### src/rtl/uart_tx_scheduler.sv
// uart_tx_scheduler: round-robin arbiter feeding one UART TX with ack/timeout handling; `define UART_SCHED_RETRY_EN enables retransmission
module uart_tx_scheduler #(
  parameter int REQUESTERS = 4,
  parameter int DATA_WIDTH = 8,
  parameter int TIMEOUT = 25000,
  parameter int MAX_RETRY = 2
) (
  input  logic                             clk,
  input  logic                             rst,
  input  logic [REQUESTERS-1:0]            req_valid,
  input  logic [REQUESTERS*DATA_WIDTH-1:0] req_data,
  output logic [REQUESTERS-1:0]            req_ready,
  output logic [REQUESTERS-1:0]            grant,
  input  logic                             tx_ready,
  output logic                             tx_start,
  output logic [DATA_WIDTH-1:0]            tx_data,
  input  logic                             tx_done,
  input  logic                             ack_valid,
  input  logic                             ack_ok,
  output logic                             done,
  output logic                             fail
);
  localparam int IW = $clog2(REQUESTERS);
  localparam int TW = $clog2(TIMEOUT + 1);
  typedef enum logic [2:0] {IDLE, ARB, SEND, WAIT_TX, WAIT_ACK} state_t;
  state_t state;
  logic [IW-1:0] last_grant, gidx, pick, cand;
  logic [DATA_WIDTH-1:0] pick_data;
  logic found, tmo, retry_ev, can_retry;
  logic [TW-1:0] tmo_cnt;
`ifdef UART_SCHED_RETRY_EN
  localparam int RW = MAX_RETRY > 0 ? $clog2(MAX_RETRY + 1) : 1;
  logic [RW-1:0] retry_cnt;
  assign can_retry = retry_cnt < RW'(MAX_RETRY);
`else
  logic unused_max_retry;
  assign unused_max_retry = ^MAX_RETRY;
  assign can_retry = 1'b0;
`endif
  assign tmo = tmo_cnt == TW'(TIMEOUT - 1);
  // an ack arriving with the timeout takes priority over the timeout
  assign retry_ev = ack_valid ? !ack_ok : tmo;
  always_comb begin
    found = 1'b0;
    pick = '0;
    cand = '0;
    pick_data = '0;
    for (int k = REQUESTERS; k >= 1; k--) begin
      cand = IW'((int'(last_grant) + k) % REQUESTERS);
      if (req_valid[cand]) begin
        found = 1'b1;
        pick = cand;
      end
    end
    for (int k = 0; k < REQUESTERS; k++)
      if (pick == IW'(k)) pick_data = req_data[k*DATA_WIDTH +: DATA_WIDTH];
  end
  always_ff @(posedge clk or posedge rst) begin
    if (rst) begin
      state <= IDLE;
      last_grant <= IW'(REQUESTERS - 1);
      gidx <= '0;
      grant <= '0;
      req_ready <= '0;
      tx_start <= 1'b0;
      tx_data <= '0;
      done <= 1'b0;
      fail <= 1'b0;
      tmo_cnt <= '0;
`ifdef UART_SCHED_RETRY_EN
      retry_cnt <= '0;
`endif
    end else begin
      req_ready <= '0;
      tx_start <= 1'b0;
      done <= 1'b0;
      fail <= 1'b0;
      case (state)
        IDLE: state <= |req_valid ? ARB : IDLE;
        ARB: begin
          if (found) begin
            gidx <= pick;
            grant <= REQUESTERS'(1) << pick;
            req_ready <= REQUESTERS'(1) << pick;
            tx_data <= pick_data;
`ifdef UART_SCHED_RETRY_EN
            retry_cnt <= '0;
`endif
            state <= SEND;
          end else state <= IDLE;
        end
        SEND: begin
          if (tx_ready) begin
            tx_start <= 1'b1;
            state <= WAIT_TX;
          end
        end
        WAIT_TX: begin
          if (tx_done) begin
            tmo_cnt <= '0;
            state <= WAIT_ACK;
          end
        end
        WAIT_ACK: begin
          if (ack_valid && ack_ok) begin
            done <= 1'b1;
            last_grant <= gidx;
            grant <= '0;
            state <= IDLE;
          end else if (retry_ev && can_retry) begin
`ifdef UART_SCHED_RETRY_EN
            retry_cnt <= retry_cnt + RW'(1);
`endif
            state <= SEND;
          end else if (retry_ev) begin
            fail <= 1'b1;
            last_grant <= gidx;
            grant <= '0;
            state <= IDLE;
          end else tmo_cnt <= tmo_cnt + TW'(1);
        end
        default: state <= IDLE;
      endcase
    end
  end
endmodule

### config.mk
export PLATFORM = sky130hd
export DESIGN_NAME = uart_tx_scheduler
export DESIGN_NICKNAME = d
export VERILOG_FILES = /design/src/rtl/uart_tx_scheduler.sv
export SDC_FILE = /design/constraint.sdc
export NUM_CORES = 1
export LEC_CHECK = 0
export ABC_AREA = 1
export ABC_CLOCK_PERIOD_IN_PS = 1840
export BUFFER_PORTS_ARGS = -buffer_cell sky130_fd_sc_hd__buf_2
export CAP_MARGIN = 20
export CORE_ASPECT_RATIO = 1.1
export CORE_UTILIZATION = 45
export DETAILED_ROUTE_END_ITERATION = 6
export PLACE_DENSITY = 0.81
export SLEW_MARGIN = 0
export SYNTH_ARGS = -nofsm -noshare
export SYNTH_HDL_FRONTEND = slang
export SYNTH_SLANG_ARGS = --single-unit
### constraint.sdc
create_clock -name clk -period 1.84 [get_ports clk]
set_clock_uncertainty 0.2 [all_clocks]
set_input_delay 0.184 -clock clk [delete_from_list [all_inputs] [get_ports clk]]
set_output_delay 0.184 -clock clk [all_outputs]
set_load 0.05 [all_outputs]
---- After elaboration in Yosys (flattened, before gate mapping) ----
Index checks and enable logic that the tools add are counted.
operators by class
  muxes and demuxes ....................... 47
  add/subtract/negate cells ............... 5
  shifts and indexed selects .............. 1
  order comparisons ....................... 4
  equal/unequal tests ..................... 14
  reduce and logical (&&, ||, !) cells .... 13
operators with widths
  cell                   number
  $mux 15                3
  $mux 8                 4
  $pmux 15 s2            1
  $mux 4                 5
  $mux 1                 17
  $add 15x1->15 const B  1
  $eq 15x15->1 const B   1
  $pmux 3 s5             1
  $mux 2                 7
  $lt 2x3->1 const B     4
  $mux 3                 4
  $ne 2x2->1 const B     5
  $bmux 1 s2             4
  $pmux 4 s2             1
  $eq 3x2->1 const B     2
  $reduce_and 3->1       2
  $reduce_bool 2->1      3
  $add 2x1->2 const B    2
  $add 2x2->2 const B    2
  $eq 2x2->1 const B     2
  $reduce_and 2->1       2
  $reduce_and 4->1       1
  $reduce_or 4->1        1
  $shl 1x2->4 const A    1
  other kinds (8)        8
storage, ports and cells
  register bits after elaboration ......... 41
  output and inout bits ................... 19
  logic and storage cells ................. 94

---- Logic depth before layout (Yosys ltp) ----
Gate-level depths: netlist of run 1.
  word-level depth ........................ 12
  depth in mapped cells ................... 16

---- Least setup slack after synthesis of run 1 ----
No wires, ideal clock.
  path kind ............................... reg-to-reg
  from .................................... register last_grant[0]
  to ...................................... register tx_data[1]
  setup time .............................. 0.118 ns
  slack ................................... -0.089 ns
  path buffers ............................ 2
  clock period less this slack ............ 1.929 ns
  cell stages (with the launch flop) ...... 16
  arrival ................................. 1.611 ns
  cell sequence ........................... dfstp_2 -> buf_6 -> inv_6 -> nand2_2 -> nand2_2 -> nand2_4 -> nand2_4 -> inv_2 -> nand2_1 -> nand2_2 -> nand2_4 -> buf_6 -> o21ai_1 -> nand3_1 -> nand2_1 -> nand2_1
on the way
  cells in the longest elaborated chain, start to end .. 12
  elaborated cells between the ends (all ways) .. 29
  classes of those cells .................. add/sub: 4; eq/ne: 3; mux: 20; reduce/logical: 2
ends and longest elaborated chain
  element                       line  RTL
  start: declaration            27    logic [IW-1:0] last_grant, gidx, pick, cand;
  start signal: assignment      61    last_grant <= IW'(REQUESTERS - 1);
  start signal: assignment      107   last_grant <= gidx;
  start signal: assignment      117   last_grant <= gidx;
  $add 2x1->2                   49    cand = IW'((int'(last_grant) + k) % REQUESTERS);
  $bmux 1 s2                    50    if (req_valid[cand]) begin
  $mux 1 (implied by the code)  50
  $mux 2 (4 in series)          50
  $logic_not 2->1               56    if (pick == IW'(k)) pick_data = req_data[k*DATA_WIDTH +: DATA_WIDTH];
  $mux 8 (4 in series)          56
  end signal: assignment        85    tx_data <= pick_data;
  end: declaration              16    output logic [DATA_WIDTH-1:0] tx_data,
Parallel ways exist; a longest one is shown, timed or not. The select of a mux whose other input is x is not followed.
A chain may end at the register's enable or synchronous reset.

---- Final worst setup path of run 1 ----
  from .................................... register last_grant[0]
  to ...................................... register tx_data[6]
Same word-level chain as after synthesis.

==> results.toml, run 1 <==
[worst_setup_path]
cp-end-kind = "flip-flop"
max_stage_delay_ns = 0.56
crit_type = "flip-flop to flip-flop"
cp-start-kind = "flip-flop"
crit_arrival_ns = 2.10
cp_cell_sequence = "buf_12 -> inv_8 -> nand2_4 -> nand2_4 -> nand2_4 -> nand2_4 -> nor2_4 -> nand2_4 -> nand3_4 -> inv_6 -> buf_6 -> nand3_2 -> nand2_2 -> nor2_2 -> nor2_1"
cpMostUsedCell = "nand2_4"
worstPathRequired_ns = 1.83
crit_slowest_cell = "dfstp_2"
cp_max_fo = 8

[detailed_routing]
drtIter0Drc = 115
drt-vias-per-instance = 4.92
dr.pass1.iters = 4
vias = 2551
drtAntennaViolNets = 0
routed_wl_um = 6660
remaining_drc_errors = 0
detail_route.wl_per_cell_um = 12.8

[placement]
port_buffers = 60
dpl.cell_count = 494
place_congestion = 0.889
dpl.hpwl_um = 4430

[power]
power_mw = 6.62
power_density_nw_per_um2 = 1810
p_leak_nw = 1.88
ir_drop_mv = 1.05

[worst_hold_path]
hp-class = "primary input to flip-flop"

[synth]
synth-main-ff-cell = "dfrtp_1"
postSynthCellCount = 337
synth.distinct_cells = 36
ys_warn_count = 0
synth-edff-count = 0
synth_nets = 380
ys_seq_area_frac = 0.402
netlist_area_um2 = 2560
synth_seq_cells = 41
async_flop_share = 1.00
synth_area_per_cell_um2 = 7.59

[timing]
worstMarginPinSlew_ns = 0.518
final-setup-viol-count = 16
whs_ns = 0.00153
setup_slack_ns = -0.272
final.period_utilization = 1.15
relSlewSlack = 0.654
hold_viol = 0
maxSlewViolCount = 0
min_period_ns = 2.11
fmax_mhz = 473
rsz0062_at_grt = "yes"

[global_route]
grt_pass1_vias = 2443
grt_max_degree = 42
grt-ovfl-total = 0
antenna_found_initial = 0
grt_pass1_wl_um = 9990
grt_usage = 0.216

[cells_and_area]
fin_nets = 486
mostFrequentLayoutCell = "nand2_1"
drive_above_1_share = 0.426
fin_cells = 519
antenna_cells = 0
final_cell_mix = "84 x nand2_1, 60 x buf_2, 39 x dfrtp_1"
fin_util = 0.673
n_fill_cell = 419
area_growth_syn_to_layout_pct = 43.0

[clock_tree]
htreeDepth = 2
cts_tree = "built"
clkLatencyLatePin_ns = 0.28
clock_sinks = 41
clock_path_buffers = 2
clkSlewWorstSetupHoldPaths_ns = 0.08
numCtsBuffers = 5
cts-root-buf = "clkbuf_8"

[floorplan]
die_w_um = 73.9
ioPinCount = 61
row_count = 28
die-area_um2 = 5990
core_area_um2 = 5430
initial_core_util = 0.471
fp.dieH_um = 81.0

[run]
cap_viol_max_count = 0

[outcome]
outcome = "finished with violations"
violations = "setup timing"
==> cells in the mapped netlist (6+ instances only) <==
cell type / count / area (um^2)
nor2_1: 31 / 116
nand4_1: 6 / 37.5
o21ai_2: 7 / 61.3
o21ai_1: 9 / 45.0
nor3_1: 8 / 40.0
o21ai_0: 9 / 45.0
nand2_1: 97 / 364
nand3_1: 26 / 130
nand2_2: 11 / 68.8
inv_1: 34 / 128
dfrtp_1: 39 / 976
inv_2: 7 / 26.3
xor2_1: 11 / 96.3
==> path summary, 6_finish.rpt <==
check	startpoint	endpoint	slack (ns)	cells after the start
setup / recovery	last_grant[0]	tx_data[6]	-0.27	15
hold / removal	req_data[11]	tx_data[3]	0.002	5
setup reg to reg	last_grant[0]	tx_data[6]	-0.27	15
hold reg to reg	tx_data[1]	tx_data[1]	0.28	2
max in group asynchronous	rst	last_grant[0]	0.70	4
min in group asynchronous	rst	tx_data[5]	0.36	4
==> cell families (layout without fill, tap and decap cells) <==
kind of cell,Yosys count,after routing,synth area share
xor gates and xnor gates,12,12,0.0411
and+or+nand+nor,196,197,0.363
DFF,41,41,0.402
AOI/OAI and AO/OA,36,36,0.0955
adders and majority gates,1,1,0.00489
buffers and inverters,51,157,0.0930
==> metal layers <==
layer	routed length, um	global-route usage	part of all wire
met1	2710	0.237	0.41
met2	3630	0.414	0.54
met3	189	0.0347	0.028
met4	135	0.0750	0.020
met5	0	0	0
==> area by class of cell <==
| cell class | count | area, um^2 | share of cell area |
|---|---|---|---|
| Tap cell | 75 | 93.8 | 0.0257 |
| Multi-Input combinational cell | 246 | 1530 | 0.419 |
| Clock buffer | 5 | 68.8 | 0.0188 |
| Clock inverter | 3 | 65.1 | 0.0178 |
| Sequential cell | 41 | 1030 | 0.281 |
| Inverter | 43 | 185 | 0.0507 |
| Timing Repair Buffer | 106 | 682 | 0.187 |
==> worst max-delay path, delay by kind of cell, from the launching register on <==
| kind | cells | cell delay [ns] |
|---|---|---|
| buffers and inverters | 4 | 0.36 |
| AND/OR/NAND/NOR | 11 | 0.87 |
| flip-flops | 1 | 0.56 |
==> report_power, final <==
part	leakage [nW]	switching (mW)	internal, mW
clock	0.0681	0.304	0.539
sequential	0.541	0.147	1.15
combinational	1.28	2.88	1.60
==> flip-flops by register name, summed over array words and instances (netlist names) <==
| register | cells |
|---|---|
| tx_start | 1 |
| tmo_cnt | 15 |
| grant | 4 |
| tx_data | 8 |
| state | 3 |
| last_grant | 2 |
| fail | 1 |
| req_ready | 4 |
| gidx | 2 |
| done | 1 |
==> stage by stage <==
step,area [um^2],setup slack (ns),TNS [ns]
after floorplan,2570,-0.0829,-0.547
after global placement,3120,-0.197,-1.88
after detailed placement,3120,-0.252,-2.73
after CTS,3460,-0.235,-2.70
after global routing,3660,-0.415,-5.09
final,3660,-0.272,-3.05
==> what timing repair did <==
action                                  CTS  global route
hold buffers                              5             0
endpoints found under the setup margin   17            33
endpoints found under the hold margin    43             0
gates resized for setup                  24            41
setup buffers                             5             6
cloned                                    1             0
pin swaps                                14            17
Note: power is estimated with default switching activity, not from simulation.
==> run 2, diff against run 1 <==
Settings changed: ABC_CLOCK_PERIOD_IN_PS 1840 to unset, CORE_ASPECT_RATIO 1.1 to 1.5.
==> run 2 against run 1 <==
  * The flow finishes with violations (hold timing, setup timing)
  * Register-to-register slack worse by 0.05 ns
  * First-iteration DRC count is 59% higher
  * Via count is 6.7% higher
  * Die area increased by 0.10%
  * Sequential power hardly changed
  * Wire length rose by 11%
  * Sequential cell count unchanged
  * Cell area is 1.6% higher
  * Worst setup slack got worse by 0.046 ns
==> results.toml, run 2 (same netlist as run 1, synthesis figures left out) <==
[global_route]
grt_pass1_vias = 2601
grt_pass1_wl_um = 11500
grt_max_degree = 42
grt-ovfl-total = 0
grt_util_met3 = 0.0425
grtUsageMet1 = 0.263
antenna_found_initial = 0
grt_usage = 0.248
grtUsageMet2 = 0.464
busiest_layer = "met2"

[worst_setup_path]
cp_cell_sequence = "buf_12 -> nand2_1 -> nand2_2 -> nand2_2 -> nand2_4 -> nor2_2 -> nand2_2 -> nand3_4 -> buf_6 -> nand3_1 -> nand3_2 -> nor2_2 -> nor2_1"
crit_slowest_cell = "dfstp_2"
cp_max_fo = 6
cp-start-kind = "flip-flop"
crit_type = "flip-flop to flip-flop"
cp-end-kind = "flip-flop"
cpMostUsedCell = "nand2_2"
reg2reg_slack_ns = -0.32
reg2reg_depth = 13
worstPathRequired_ns = 1.84
max_stage_delay_ns = 0.60
crit_arrival_ns = 2.16

[timing]
relSlewSlack = 0.650
setup_tns_ns = -5.05
setup_slack_ns = -0.318
rsz0062_at_grt = "yes"
min_period_ns = 2.16
worstMarginPinSlew_ns = 0.526
maxSlewViolCount = 0
hold_viol = 1
whs_ns = -0.00113
final-setup-viol-count = 33
fmax_mhz = 463
final.period_utilization = 1.17

[cells_and_area]
antenna_cells = 0
n_fill_cell = 418
area_growth_syn_to_layout_pct = 45.3
largest_reg_flops = 15
final_cell_mix = "77 x nand2_1, 60 x buf_2, 38 x dfrtp_1"
largest_register = "tmo_cnt"
fin_cells = 525
fin_nets = 497
multi_input_area_um2 = 1490
seq_area_um2 = 1030
fin_area_um2 = 3710
mostFrequentLayoutCell = "nand2_1"
reg.largest.list = "tmo_cnt x15, tx_data x8"
drive_above_1_share = 0.420

[detailed_routing]
drt-vias-per-instance = 5.18
dr.pass1.iters = 4
detail_route.wl_per_cell_um = 14.1
vias = 2721
drtAntennaViolNets = 0
remaining_drc_errors = 0
routed_wl_um = 7420
drtIter0Drc = 183

[power]
p_sw_frac = 0.521
power_mw = 6.39
p_leak_nw = 1.87
power_frac_seq = 0.207
power_density_nw_per_um2 = 1720
power_frac_clock = 0.118
p_int_mw = 3.06
ir_drop_mv = 0.584
p_sw_mw = 3.33
combPwrFrac = 0.676

[outcome]
outcome = "finished with violations"
violations = "hold timing, setup timing"

[worst_hold_path]
hold-path-cell-count = 5
hp-class = "primary input to flip-flop"

[clock_tree]
clkLatencyLatePin_ns = 0.30
clock_path_buffers = 2
cts-root-buf = "clkbuf_8"
cts_tree = "built"
clock_sinks = 41
numCtsBuffers = 5
clkSlewWorstSetupHoldPaths_ns = 0.09
htreeDepth = 2

[floorplan]
row_count = 33
core_area_um2 = 5450
die-area_um2 = 5990
ioPinCount = 61
fp.dieH_um = 94.3
initial_core_util = 0.469
die_w_um = 63.5

[placement]
port_buffers = 60
dpl.hpwl_um = 4810
dp_slack_ns = -0.255
placed_area_um2 = 3100
dpl.cell_count = 487
place_congestion = 0.924

[run]
cap_viol_max_count = 0
## run 2: changes by cell type in the layout (fill, tap and decap cells not counted), moves of 3 or more
| cell | before | now |
|---|---|---|
| nand2_2 | 7 | 22 |
| dlygate4sd3_1 | 5 | 19 |
| nand2_1 | 84 | 77 |
| nand2_4 | 20 | 13 |
| buf_4 | 37 | 33 |
| nand3_2 | 7 | 3 |
| o21ai_1 | 6 | 10 |
| o21ai_0 | 7 | 4 |
## run 2: per-stage QoR
| step | utilization | hold WS, ns |
|---|---|---|
| 3_3_place_gp | 0.568 | 0.141 |
| 5_1_grt | 0.682 | 0.0314 |
| 4_1_cts | 0.637 | 0.00136 |
| 2_1_floorplan | - | 0.0897 |
| 6_report | 0.682 | -0.00113 |
| 3_5_place_dp | 0.568 | 0.139 |
## run 2: path summary, 6_finish.rpt
| path | to | from |
|---|---|---|
| max | tx_data[4] | last_grant[0] |
| min | tx_data[2] | req_data[2] |
| max reg2reg | tx_data[4] | last_grant[0] |
| min reg2reg | tx_data[0] | tx_data[0] |
| max in group asynchronous | state[1] | rst |
| min in group asynchronous | tx_data[1] | rst |
## run 2: power groups by stage
stage                     clock network [mW]  logic (mW)  registers (mW)
after floorplan                            0        2.12            1.81
after global placement                     0        3.29            1.33
after detailed placement                   0        3.35            1.34
after CTS                              0.764        3.67            1.32
after global routing                   0.809        4.68            1.35
final                                  0.752        4.32            1.32
## run 2: layout make-up
type / instances / area share
flip-flops and latches: 41 / 0.277
repair buffers: 117 / 0.217
clock inverters: 3 / 0.0125
clock buffers: 5 / 0.0185
well taps: 70 / 0.0236
multi-input cells: 246 / 0.402
inverters: 43 / 0.0492
## run 2: repair_timing
action	in CTS	in global routing
pin swaps	2	14
gates resized for setup	12	52
hold buffers	19	0
endpoints found under the hold margin	49	0
gates cloned	1	0
buffers inserted	1	9
endpoints found under the setup margin	17	36
## run 2: layer usage
| layer | part of all wire | vias to the layer above | wire, um |
|---|---|---|---|
| met3 | 0.038 | 24 | 282 |
| met2 | 0.55 | 90 | 4090 |
| met5 | 0 | - | 0 |
| met1 | 0.37 | 1300 | 2760 |
| li1 | - | 1307 | - |
| met4 | 0.038 | 0 | 283 |
## run 2: worst max-delay path, delay by kind of cell (launching register included)
kind | cells | cell delay (ns)
buf+inv | 2 | 0.31
flops | 1 | 0.60
simple gates | 11 | 0.94
==> run 3, diff against run 2 <==
Settings changed: REMOVE_ABC_BUFFERS set to 1.
==> run 3 against run 2 <==
  * The run ends with setup timing left
  * First-iteration DRC count grew 4.4%
  * Sequential power hardly changed
  * Register-to-register slack worse by 0.05 ns
  * Die area unchanged
  * Largest power group unchanged
  * Via count rose by 0.51%
  * Clock-buffer cell count is the same
  * Sequential share of layout area grew 0.29 points
  * Fmax down 2.3%
  * Utilization decreased by 0.78 points
  * Worst setup slack got worse by 0.050 ns
  * Hold slack better by 0.011 ns
==> results.toml, run 3 (same netlist as run 1, synthesis figures left out) <==
[detailed_routing]
drt-vias-per-instance = 5.24
drtAntennaViolNets = 0
routed_wl_um = 7610
drtIter0Drc = 191
dr.pass1.iters = 5
vias = 2735
detail_route.wl_per_cell_um = 14.6
remaining_drc_errors = 0

[power]
power_density_nw_per_um2 = 1710
ir_drop_mv = 0.678
p_leak_nw = 1.87

[clock_tree]
clkLatencyLatePin_ns = 0.29
clkSlewWorstSetupHoldPaths_ns = 0.08
htreeDepth = 2
clock_sinks = 41
cts-root-buf = "clkbuf_8"
numCtsBuffers = 5
clock_path_buffers = 2
cts_tree = "built"

[worst_setup_path]
reg2reg_depth = 12
cp-start-kind = "flip-flop"
cp_max_fo = 8
worstPathRequired_ns = 1.83
cp-end-kind = "flip-flop"
regToRegEndpoint = "tx_data[4]"
r2r_start = "last_grant[0]"
crit_arrival_ns = 2.20
reg2reg_slack_ns = -0.37
crit_type = "flip-flop to flip-flop"

[worst_hold_path]
hp-class = "primary input to flip-flop"
hold_end = "tx_data[1]"
holdCritStartpoint = "req_data[1]"
hold-path-cell-count = 5

[timing]
final.period_utilization = 1.20
min_period_ns = 2.21
setup_slack_ns = -0.368
maxSlewViolCount = 0
worstMarginPinSlew_ns = 0.521
rsz0062_at_grt = "yes"
setup_tns_ns = -4.54
fmax_mhz = 453
hold_viol = 0
final-setup-viol-count = 18
relSlewSlack = 0.652

[cells_and_area]
fin_nets = 494
fin_cells = 522
largest_register = "tmo_cnt"
final_cell_mix = "82 x nand2_1, 60 x buf_2, 39 x dfrtp_1"
largest_reg_flops = 15
area_growth_syn_to_layout_pct = 43.7
mostFrequentLayoutCell = "nand2_1"
antenna_cells = 0
drive_above_1_share = 0.414
reg.largest.list = "tmo_cnt x15, tx_data x8"

[global_route]
grt-ovfl-total = 0
grtUsageMet2 = 0.493
grt_usage = 0.261
grt_pass1_wl_um = 11900
grt_util_met3 = 0.0558
grt_pass1_vias = 2695
busiest_layer = "met2"
antenna_found_initial = 0
grt_max_degree = 42
grtUsageMet1 = 0.257

[floorplan]
die_w_um = 63.5
core_area_um2 = 5450
ioPinCount = 61
initial_core_util = 0.469
die-area_um2 = 5990
fp.dieH_um = 94.3
row_count = 33

[outcome]
violations = "setup timing"
outcome = "finished with violations"

[placement]
dpl.cell_count = 491
place_congestion = 0.916
dpl.hpwl_um = 4740
port_buffers = 60

[run]
cap_viol_max_count = 0
==> run 3: stage by stage <==
stage | cell area [um^2] | utilization | hold WS, ns | power [mW] | setup slack, ns
after global routing | 3670 | 0.674 | 0.0255 | 6.66 | -0.457
after CTS | 3530 | 0.647 | 0.00198 | 5.91 | -0.246
after global placement | 3120 | 0.572 | 0.137 | 4.59 | -0.191
after detailed placement | 3120 | 0.572 | 0.141 | 4.67 | -0.274
after floorplan | 2490 | - | 0.0897 | 3.69 | -0.121
final | 3670 | 0.674 | 0.0102 | 6.27 | -0.368
==> run 3: cell type report <==
type,instances,area [um^2]
clock inverters,3,17.5
well taps,70,87.6
clock buffers,5,68.8
inverters,43,185
flip-flops and latches,41,1030
multi-input cells,246,1510
fillers,424,1780
repair buffers,114,772
==> run 3: what timing repair did <==
action                                 CTS  global route
setup endpoints to repair               17            32
buffers inserted                         3             4
hold buffers                            15             0
resized for setup                       31            28
cloned                                   1             0
pin swaps                               17             4
endpoints found under the hold margin   46             0
==> run 3: worst max path at each step <==
| stage | from | endpoint | slack (ns) | cells past startpoint |
|---|---|---|---|---|
| 5_1_grt | last_grant[0] | tx_data[4] | -0.46 | 12 |
| 3_3_place_gp | last_grant[0] | tx_data[7] | -0.19 | 13 |
| 6_report | last_grant[0] | tx_data[4] | -0.37 | 12 |
| 2_1_floorplan | last_grant[0] | tx_data[0] | -0.12 | 13 |
| 4_1_cts | last_grant[0] | tx_data[6] | -0.25 | 14 |
| 3_5_place_dp | last_grant[0] | tx_data[7] | -0.27 | 13 |
==> run 3: critical path, cell delays in order (launching register included) <==
cell     delay (ns)
dfstp_2        0.66
nand2_1        0.13
nand2_4        0.10
nand2_4        0.07
nand2_4        0.08
nor2_2         0.05
nand2_2        0.08
nand3_4        0.16
buf_6          0.19
nand3_1        0.10
nand3_1        0.11
nor2_1         0.11
nor2_1         0.05
==> run 3: where the power goes <==
part	switching, mW	total, mW	leakage [nW]	internal [mW]
Sequential	0.192	1.34	0.541	1.15
Clock	0.318	0.580	0.0439	0.262
Combinational	2.85	4.34	1.28	1.50
==> run 3: metal layers <==
| layer | vias up | part of all wire |
|---|---|---|
| met5 | - | 0 |
| met4 | 0 | 0.035 |
| met3 | 25 | 0.039 |
| met2 | 93 | 0.57 |
| met1 | 1315 | 0.36 |
| li1 | 1302 | - |
